File: config.mk
export PLATFORM = sky130hd
export DESIGN_NAME = lut_delay_cal
export DESIGN_NICKNAME = d
export VERILOG_FILES = /design/src/rtl/lut_delay_cal.sv
export SDC_FILE = /design/constraint.sdc
export NUM_CORES = 1
export LEC_CHECK = 0
export ABC_AREA = 1
export CAP_MARGIN = 20
export CORE_MARGIN = 3
export CORE_UTILIZATION = 50
export CTS_CLUSTER_SIZE = 14
export DETAILED_ROUTE_END_ITERATION = 10
export PLACE_DENSITY_LB_ADDON = 0.3
export SKIP_LAST_GASP = 1
export SYNTH_ARGS = -nofsm -noshare
export SYNTH_HDL_FRONTEND = slang
export SYNTH_SLANG_ARGS = --single-unit
File: constraint.sdc
create_clock -name clk -period 1.5 [get_ports clk]
set_input_delay 0.3 -clock clk [delete_from_list [all_inputs] [get_ports clk]]
set_output_delay 0.3 -clock clk [all_outputs]
set_load 0.05 [all_outputs]
File: src/rtl/lut_delay_cal.sv
// Delay-line latency calibrator: fires an edge into a LUT delay line and counts clk cycles until it returns.
// Optional macro LUT_DELAY_CAL_AVG_EN averages eight back-to-back measurements per start.
module lut_delay_cal #(
  parameter int CNT_W       = 16,
  parameter int TIMEOUT     = 1023,
  parameter int SYNC_STAGES = 2
) (
  input  logic             clk,
  input  logic             rst_n,
  input  logic             start,
  output logic             launch_o,
  input  logic             ret_i,
  output logic             busy,
  output logic             done,
  output logic             timeout,
  output logic [CNT_W-1:0] latency_o
);

  typedef enum logic [1:0] {IDLE, ARM, FIRE, DONE} state_e;

  localparam logic [CNT_W-1:0] TMO  = CNT_W'(TIMEOUT);
  localparam logic [CNT_W-1:0] ALL1 = '1;

  state_e                 state_q, state_d;
  logic [SYNC_STAGES-1:0] sync_q;
  logic                   ret_s;
  logic [CNT_W-1:0]       cnt_q, cnt_d;
  logic [CNT_W-1:0]       lat_q, lat_d;
  logic                   launch_q, launch_d;
  logic                   tmo_q, tmo_d;

`ifdef LUT_DELAY_CAL_AVG_EN
  logic [CNT_W+2:0]       sum_q, sum_d;
  logic [CNT_W+2:0]       sum_next;
  logic [2:0]             sub_q, sub_d;
`endif

  // ret_i is asynchronous to clk; only the last synchronizer stage feeds the FSM.
  always_ff @(posedge clk or negedge rst_n) begin
    if (!rst_n) begin
      sync_q <= '0;
    end else begin
      sync_q <= {sync_q[SYNC_STAGES-2:0], ret_i};
    end
  end

  assign ret_s = sync_q[SYNC_STAGES-1];

  always_ff @(posedge clk or negedge rst_n) begin
    if (!rst_n) begin
      state_q  <= IDLE;
      cnt_q    <= '0;
      lat_q    <= '0;
      launch_q <= 1'b0;
      tmo_q    <= 1'b0;
`ifdef LUT_DELAY_CAL_AVG_EN
      sum_q    <= '0;
      sub_q    <= '0;
`endif
    end else begin
      state_q  <= state_d;
      cnt_q    <= cnt_d;
      lat_q    <= lat_d;
      launch_q <= launch_d;
      tmo_q    <= tmo_d;
`ifdef LUT_DELAY_CAL_AVG_EN
      sum_q    <= sum_d;
      sub_q    <= sub_d;
`endif
    end
  end

`ifdef LUT_DELAY_CAL_AVG_EN
  assign sum_next = sum_q + {3'b000, cnt_q};
`endif

  // Result and timeout flag are loaded on the edge into DONE so they are valid alongside done.
  always_comb begin
    state_d  = state_q;
    cnt_d    = cnt_q;
    lat_d    = lat_q;
    launch_d = launch_q;
    tmo_d    = tmo_q;
`ifdef LUT_DELAY_CAL_AVG_EN
    sum_d    = sum_q;
    sub_d    = sub_q;
`endif
    unique case (state_q)
      IDLE: begin
        if (start) begin
          state_d  = ARM;
          tmo_d    = 1'b0;
          launch_d = 1'b0;
          cnt_d    = '0;
`ifdef LUT_DELAY_CAL_AVG_EN
          sum_d    = '0;
          sub_d    = '0;
`endif
        end
      end
      ARM: begin
        if (!ret_s) begin
          state_d  = FIRE;
          launch_d = 1'b1;
          cnt_d    = '0;
        end else if (cnt_q == TMO) begin
          state_d  = DONE;
          tmo_d    = 1'b1;
          lat_d    = ALL1;
          launch_d = 1'b0;
        end else begin
          cnt_d = cnt_q + 1'b1;
        end
      end
      FIRE: begin
        if (ret_s) begin
          launch_d = 1'b0;
`ifdef LUT_DELAY_CAL_AVG_EN
          if (sub_q == 3'd7) begin
            state_d = DONE;
            lat_d   = sum_next[CNT_W+2:3];
          end else begin
            state_d = ARM;
            sum_d   = sum_next;
            sub_d   = sub_q + 1'b1;
            cnt_d   = '0;
          end
`else
          state_d = DONE;
          lat_d   = cnt_q;
`endif
        end else if (cnt_q == TMO) begin
          state_d  = DONE;
          tmo_d    = 1'b1;
          lat_d    = ALL1;
          launch_d = 1'b0;
        end else begin
          cnt_d = cnt_q + 1'b1;
        end
      end
      DONE: begin
        state_d = IDLE;
      end
      default: begin
        state_d = IDLE;
      end
    endcase
  end

  always_comb begin
    busy      = (state_q != IDLE);
    done      = (state_q == DONE);
    launch_o  = launch_q;
    timeout   = tmo_q;
    latency_o = lat_q;
  end

endmodule
==> results.cfg, run 1 <==
[logic_synthesis]
syn_avg_cell_area_um2 = 8.617
synth_cells = 230
synth_cell_types = 27
synth_edf_count = 0
yosys_warnings = 0
synth-seq-area-share_pct = 47.98
syn_nets = 241
synthArstFlopShare_pct = 100.0
synth_flop_cell = dfrtp_1
synth_area_um2 = 1982
ys_ff_latch = 38

[global_route]
grt_max_degree = 39
gr-total-overflow = 0
grt_pass1_vias = 1777
grt_pass1_wl_um = 8183
antenna_found_initial = 0
grt_usage_pct = 24.25

[pwr]
netSwitchingFraction_pct = 44.03
seq_power_share_pct = 26.0
intPower_w = 0.003457
switchingPower_w = 0.002720
combPwrFrac_pct = 62.2
vdd_ir_drop_max_mv = 1.321
pwr-share-clk_pct = 11.8
powerDensity_nw_per_um2 = 1987
leakagePower_nw = 1.467

[floorplan]
die_w_um = 68.96
dieArea_um2 = 4755
io_pins = 24
die_height_um = 68.96
floorplan.initialDensity_pct = 52.94
num_rows = 22
fp.coreArea_um2 = 3744

[placement]
portBuffers = 23
placed_cell_area_um2 = 2770
place_congestion = 0.8733
dp_hpwl_um = 3458
dp_cells = 332

[worst_setup_path]
crit_family = simple AND/OR/NAND/NOR gates
arrival_ps = 1930
path_cells = buf_6 -> ha_4 -> inv_4 -> nand3_4 -> nor2_4 -> nand3_2 -> nor2_4 -> a21oi_1 -> nor2_1
startpoint_type = register
cp-end-kind = register
path_max_fanout = 6
critPathSlowestCell = dfrtp_1
critPathMaxStageDelay_ps = 410
critical_path_required_ps = 1720
critical_path_class = register to register
cp_num_buf_inv = 2
crit_top_cell = nor2_4

[drt]
routed_via_density = 5.411
wire_per_inst_um = 16.07
num_vias = 1883
drt_iter0_markers = 101
firstDrtPassIters = 5
drc = 0
wl_um = 5592
drtAntennaViolNets = 0

[sta]
hold_viol = 0
tightestPinTransition_ps = 409.2
drv_slew = 0
period_needed_ps = 1704
period_share_pct = 113.6
fmax_mhz = 586.8
worst_slack_ps = -204.0
clock_skew_ps = 5.875
setup_tns_ps = -1544
hold-worst-slack_ps = 367.8
rsz0062_at_grt = yes
relSlewSlack_pct = 72.51
setup_viol = 18

[final_layout]
syn_to_final_growth_pct = 56.88
final_cells = 348
nets = 310
fin_area_um2 = 3109
fill_cells = 205
final_core_util_pct = 83.05
n_antenna_cell = 0
layout-drive-gt1-share_pct = 42.00

[clock_tree]
clk_latency_ps = 300
clock_path_buffers = 2
clockRootBuffer = clkbuf_8
ctsHtreeMaxLevel = 2
cts_sinks = 38
cts_buffers = 5
clk_pin_slew_worst_paths_ps = 80
cts_tree = done

[flow_run]
maxCapViolations = 0

[run_status]
violations = setup timing
outcome = complete, but fails checks

[worst_hold_path]
min_path_type = register to register
path summary, 6_finish.rpt:
path                                end  slack (ps)        from  depth (start not counted)
setup / recovery              cnt_q[13]        -200  state_q[0]                          9
hold reg to reg               sync_q[1]         370   sync_q[0]                          0
max in group asynchronous    state_q[1]         790       rst_n                          3
hold / removal                sync_q[1]         370   sync_q[0]                          0
min in group asynchronous  latency_o[1]         490       rst_n                          3
setup reg to reg              cnt_q[13]        -200  state_q[0]                          9
per-stage QoR:
stage | power (W) | worst slack, ps
after detailed placement | 0.005004 | -326.1
after floorplan | 0.003310 | -88.98
after global placement | 0.004920 | -219.8
after CTS | 0.005921 | -105.5
after global routing | 0.006463 | -256.5
final | 0.006177 | -204.0
flip-flops by register name, summed over array words and instances (netlist names):
| signal | cells |
|---|---|
| cnt_q | 16 |
| state_q | 2 |
| sync_q | 2 |
| launch_o | 1 |
| latency_o | 16 |
| timeout | 1 |
cell type report:
type | instances | area, µm² | share of cell area (%)
clock inverter | 1 | 5.005 | 0.1610
multi-input combinational | 141 | 1042 | 33.52
sequential | 38 | 952.2 | 30.62
clock buffer | 7 | 86.33 | 2.777
timing repair buffer | 64 | 772.0 | 24.83
inverter | 49 | 191.4 | 6.157
tap | 48 | 60.06 | 1.932
power by group through the flow:
stage / Sequential [W] / Clock, W / Combinational, W
floorplan: 0.00228 / 0 / 0.00103
global placement: 0.00161 / 0 / 0.00331
detailed placement: 0.00163 / 0 / 0.00338
CTS: 0.00161 / 0.000733 / 0.00358
global route: 0.00164 / 0.000771 / 0.00406
finish: 0.00161 / 0.000731 / 0.00384
per-layer routing:
| layer | track usage [%] | up-vias | wire length, µm |
|---|---|---|---|
| li1 | - | 882 | - |
| met1 | 30.37 | 875 | 2312 |
| met3 | 4.214 | 30 | 308 |
| met4 | 15.33 | 0 | 284 |
| met5 | 0 | - | 0 |
| met2 | 38.57 | 96 | 2688 |
synthesized netlist by cell type, types with 2 or more instances:
cell / number / area (µm²)
nor3_1: 7 / 35.03
buf_6: 2 / 22.52
nor2_2: 2 / 12.51
ha_1: 7 / 87.58
nand4_1: 6 / 37.54
dfrtp_1: 38 / 950.9
xor2_1: 3 / 26.28
a22oi_1: 14 / 105.1
nand2_1: 32 / 120.1
a21oi_1: 13 / 65.06
nand3_4: 2 / 35.03
nor2_1: 26 / 97.59
nand2_2: 4 / 25.02
inv_2: 2 / 7.510
o21ai_0: 7 / 35.03
inv_1: 47 / 176.4
nand3_1: 6 / 30.03
nand3_2: 3 / 30.03
cells by family after synthesis:
logic type / count (synthesis) / synth area share, %
xor+xnor: 3 / 1.326
simple gates: 92 / 23.80
buf+inv: 52 / 10.61
fa+ha+maj: 7 / 4.419
flops: 38 / 47.98
compound gates: 38 / 11.87
layout by cell type, fill, tap and decap left out, drive strengths merged:
master          n
nor3b           1
a211oi          1
clkdlybuf4s50   2
a21oi          14
dfrtp          38
nor2           29
xor2            3
o21ai           8
nor3            8
nand4           6
clkinv          1
nand2          37
dlygate4sd3     1
o22a            1
a22oi          14
buf            61
clkbuf          7
ha              7
nand3          12
inv            49
what timing repair did:
item	CTS	global route
gates resized for setup	15	32
gates cloned	1	0
endpoints found under the setup margin	35	38
setup buffers	3	3
pin swaps	9	7
hold endpoints to repair	38	0
hold buffers	1	0
Note: power is estimated with default switching activity, not from simulation.
==> run 2: changes to the inputs <==
--- a/config.mk
+++ b/config.mk
@@ -9,6 +9,7 @@
 export CAP_MARGIN = 20
 export CORE_MARGIN = 3
 export CORE_UTILIZATION = 50
+export CTS_BUF_LIST = sky130_fd_sc_hd__clkbuf_8 sky130_fd_sc_hd__clkbuf_16
 export CTS_CLUSTER_SIZE = 14
 export DETAILED_ROUTE_END_ITERATION = 10
 export PLACE_DENSITY_LB_ADDON = 0.3
==> results.cfg, run 2 (synthesized netlist as in run 1, its figures left out) <==
[clock_tree]
clk_latency_ps = 300
ctsHtreeMaxLevel = 2
cts_buffers = 5
clk_pin_slew_worst_paths_ps = 80
cts_sinks = 38
clockRootBuffer = clkbuf_8
cts_tree = done
clock_path_buffers = 2

[pwr]
leakagePower_nw = 1.471
vdd_ir_drop_max_mv = 1.320
power_w = 0.006171
powerDensity_nw_per_um2 = 1985

[drt]
drc = 0
num_vias = 1886
drtAntennaViolNets = 0
wire_per_inst_um = 16.07
drt_iter0_markers = 101
firstDrtPassIters = 4
wl_um = 5592
routed_via_density = 5.420

[worst_setup_path]
critical_path_required_ps = 1720
cp_num_buf_inv = 2
startpoint_type = register
ff2ff_path_depth = 9
critPathMaxStageDelay_ps = 410
path_cells = buf_6 -> ha_4 -> inv_4 -> nand3_4 -> nor2_4 -> nand3_2 -> nor2_4 -> a21oi_1 -> nor2_1
crit_family = simple AND/OR/NAND/NOR gates
crit_top_cell = nor2_4
path_max_fanout = 6
critical_path_class = register to register
arrival_ps = 1930
critPathSlowestCell = dfrtp_1
crit_cells = 9
cp-end-kind = register

[final_layout]
n_antenna_cell = 0
nets = 310
layout-drive-gt1-share_pct = 42.00
final_cell_mix = inv_1 (40), dfrtp_1 (37), buf_4 (35)
syn_to_final_growth_pct = 56.88
final_common_cell = inv_1
final_cells = 348
fin_area_um2 = 3109

[flow_run]
maxCapViolations = 0

[global_route]
grt_pass1_wl_um = 8183
antenna_found_initial = 0
gr-total-overflow = 0
grt_usage_pct = 24.25
grt_pass1_vias = 1777
grt_max_degree = 39

[sta]
clock_skew_ps = 6.363
period_share_pct = 113.6
hold-worst-slack_ps = 367.8
tightestPinTransition_ps = 392.3
relSlewSlack_pct = 73.65
drv_slew = 0
rsz0062_at_grt = yes
fmax_mhz = 587.0
setup_viol = 18
worst_slack_ps = -203.6
setup_tns_ps = -1596
hold_viol = 0
period_needed_ps = 1704

[run_status]
violations = setup timing
outcome = complete, but fails checks

[placement]
dp_cells = 332
portBuffers = 23
placed_cell_area_um2 = 2770
dp_hpwl_um = 3458
place_congestion = 0.8733

[worst_hold_path]
worstHoldPathCells = 0
min_path_type = register to register

[floorplan]
die_w_um = 68.96
dieArea_um2 = 4755
floorplan.initialDensity_pct = 52.94
num_rows = 22
die_height_um = 68.96
fp.coreArea_um2 = 3744
io_pins = 24
-- run 2: cell types whose count changed in the layout (fill, tap and decap cells not counted) --
| cell | before | now |
|---|---|---|
| clkbuf_1 | 1 | 0 |
| inv_1 | 39 | 40 |
-- run 2: area by class of cell --
| class | instances | area, µm² |
|---|---|---|
| tap | 48 | 60.06 |
| clock inverter | 2 | 8.758 |
| clock buffer | 6 | 82.58 |
| timing repair buffer | 64 | 772.0 |
| inverter | 49 | 191.4 |
| fill | 205 | 634.4 |
| multi-input combinational | 141 | 1042 |
| sequential | 38 | 952.2 |
-- run 2: what timing repair did --
| item | CTS | global route |
|---|---|---|
| resized for setup | 15 | 32 |
| hold buffers | 1 | 0 |
| endpoints found under the hold margin | 38 | 0 |
| gates cloned | 1 | 0 |
| pin swaps | 9 | 7 |
| setup endpoints to repair | 35 | 38 |
| setup buffers | 3 | 3 |
-- run 2: path summary, 6_finish.rpt --
path                       startpoint           end  slack [ps]
min                         sync_q[0]     sync_q[1]         370
min reg2reg                 sync_q[0]     sync_q[1]         370
max in group asynchronous       rst_n    state_q[1]         790
max reg2reg                state_q[0]     cnt_q[13]        -200
max                        state_q[0]     cnt_q[13]        -200
min in group asynchronous       rst_n  latency_o[1]         490
-- run 2: where the power goes --
part / switching, W / internal, W
combinational: 0.00206 / 0.00178
clock: 0.000361 / 0.000364
sequential: 0.000302 / 0.00130
-- run 2: worst reg2reg max path, cell delays in order (launching register included) --
cell     delay, ps
dfrtp_1        410
buf_6          130
ha_4           160
inv_4           60
nand3_4        110
nor2_4         180
nand3_2        160
nor2_4         150
a21oi_1        100
nor2_1         160
-- run 2: per-layer routing --
metal	vias up	track usage, %	routed length, µm
li1	884	-	-
met1	873	30.37	2292
met2	101	38.57	2674
met3	28	4.214	337
met4	0	15.33	287
met5	-	0	0
-- run 2: metrics by stage --
stage	utilization [%]	setup WS, ps
2_1_floorplan	-	-88.98
3_3_place_gp	74.00	-219.8
3_5_place_dp	74.00	-326.1
4_1_cts	79.01	-105.3
5_1_grt	83.05	-256.5
6_report	83.05	-203.6
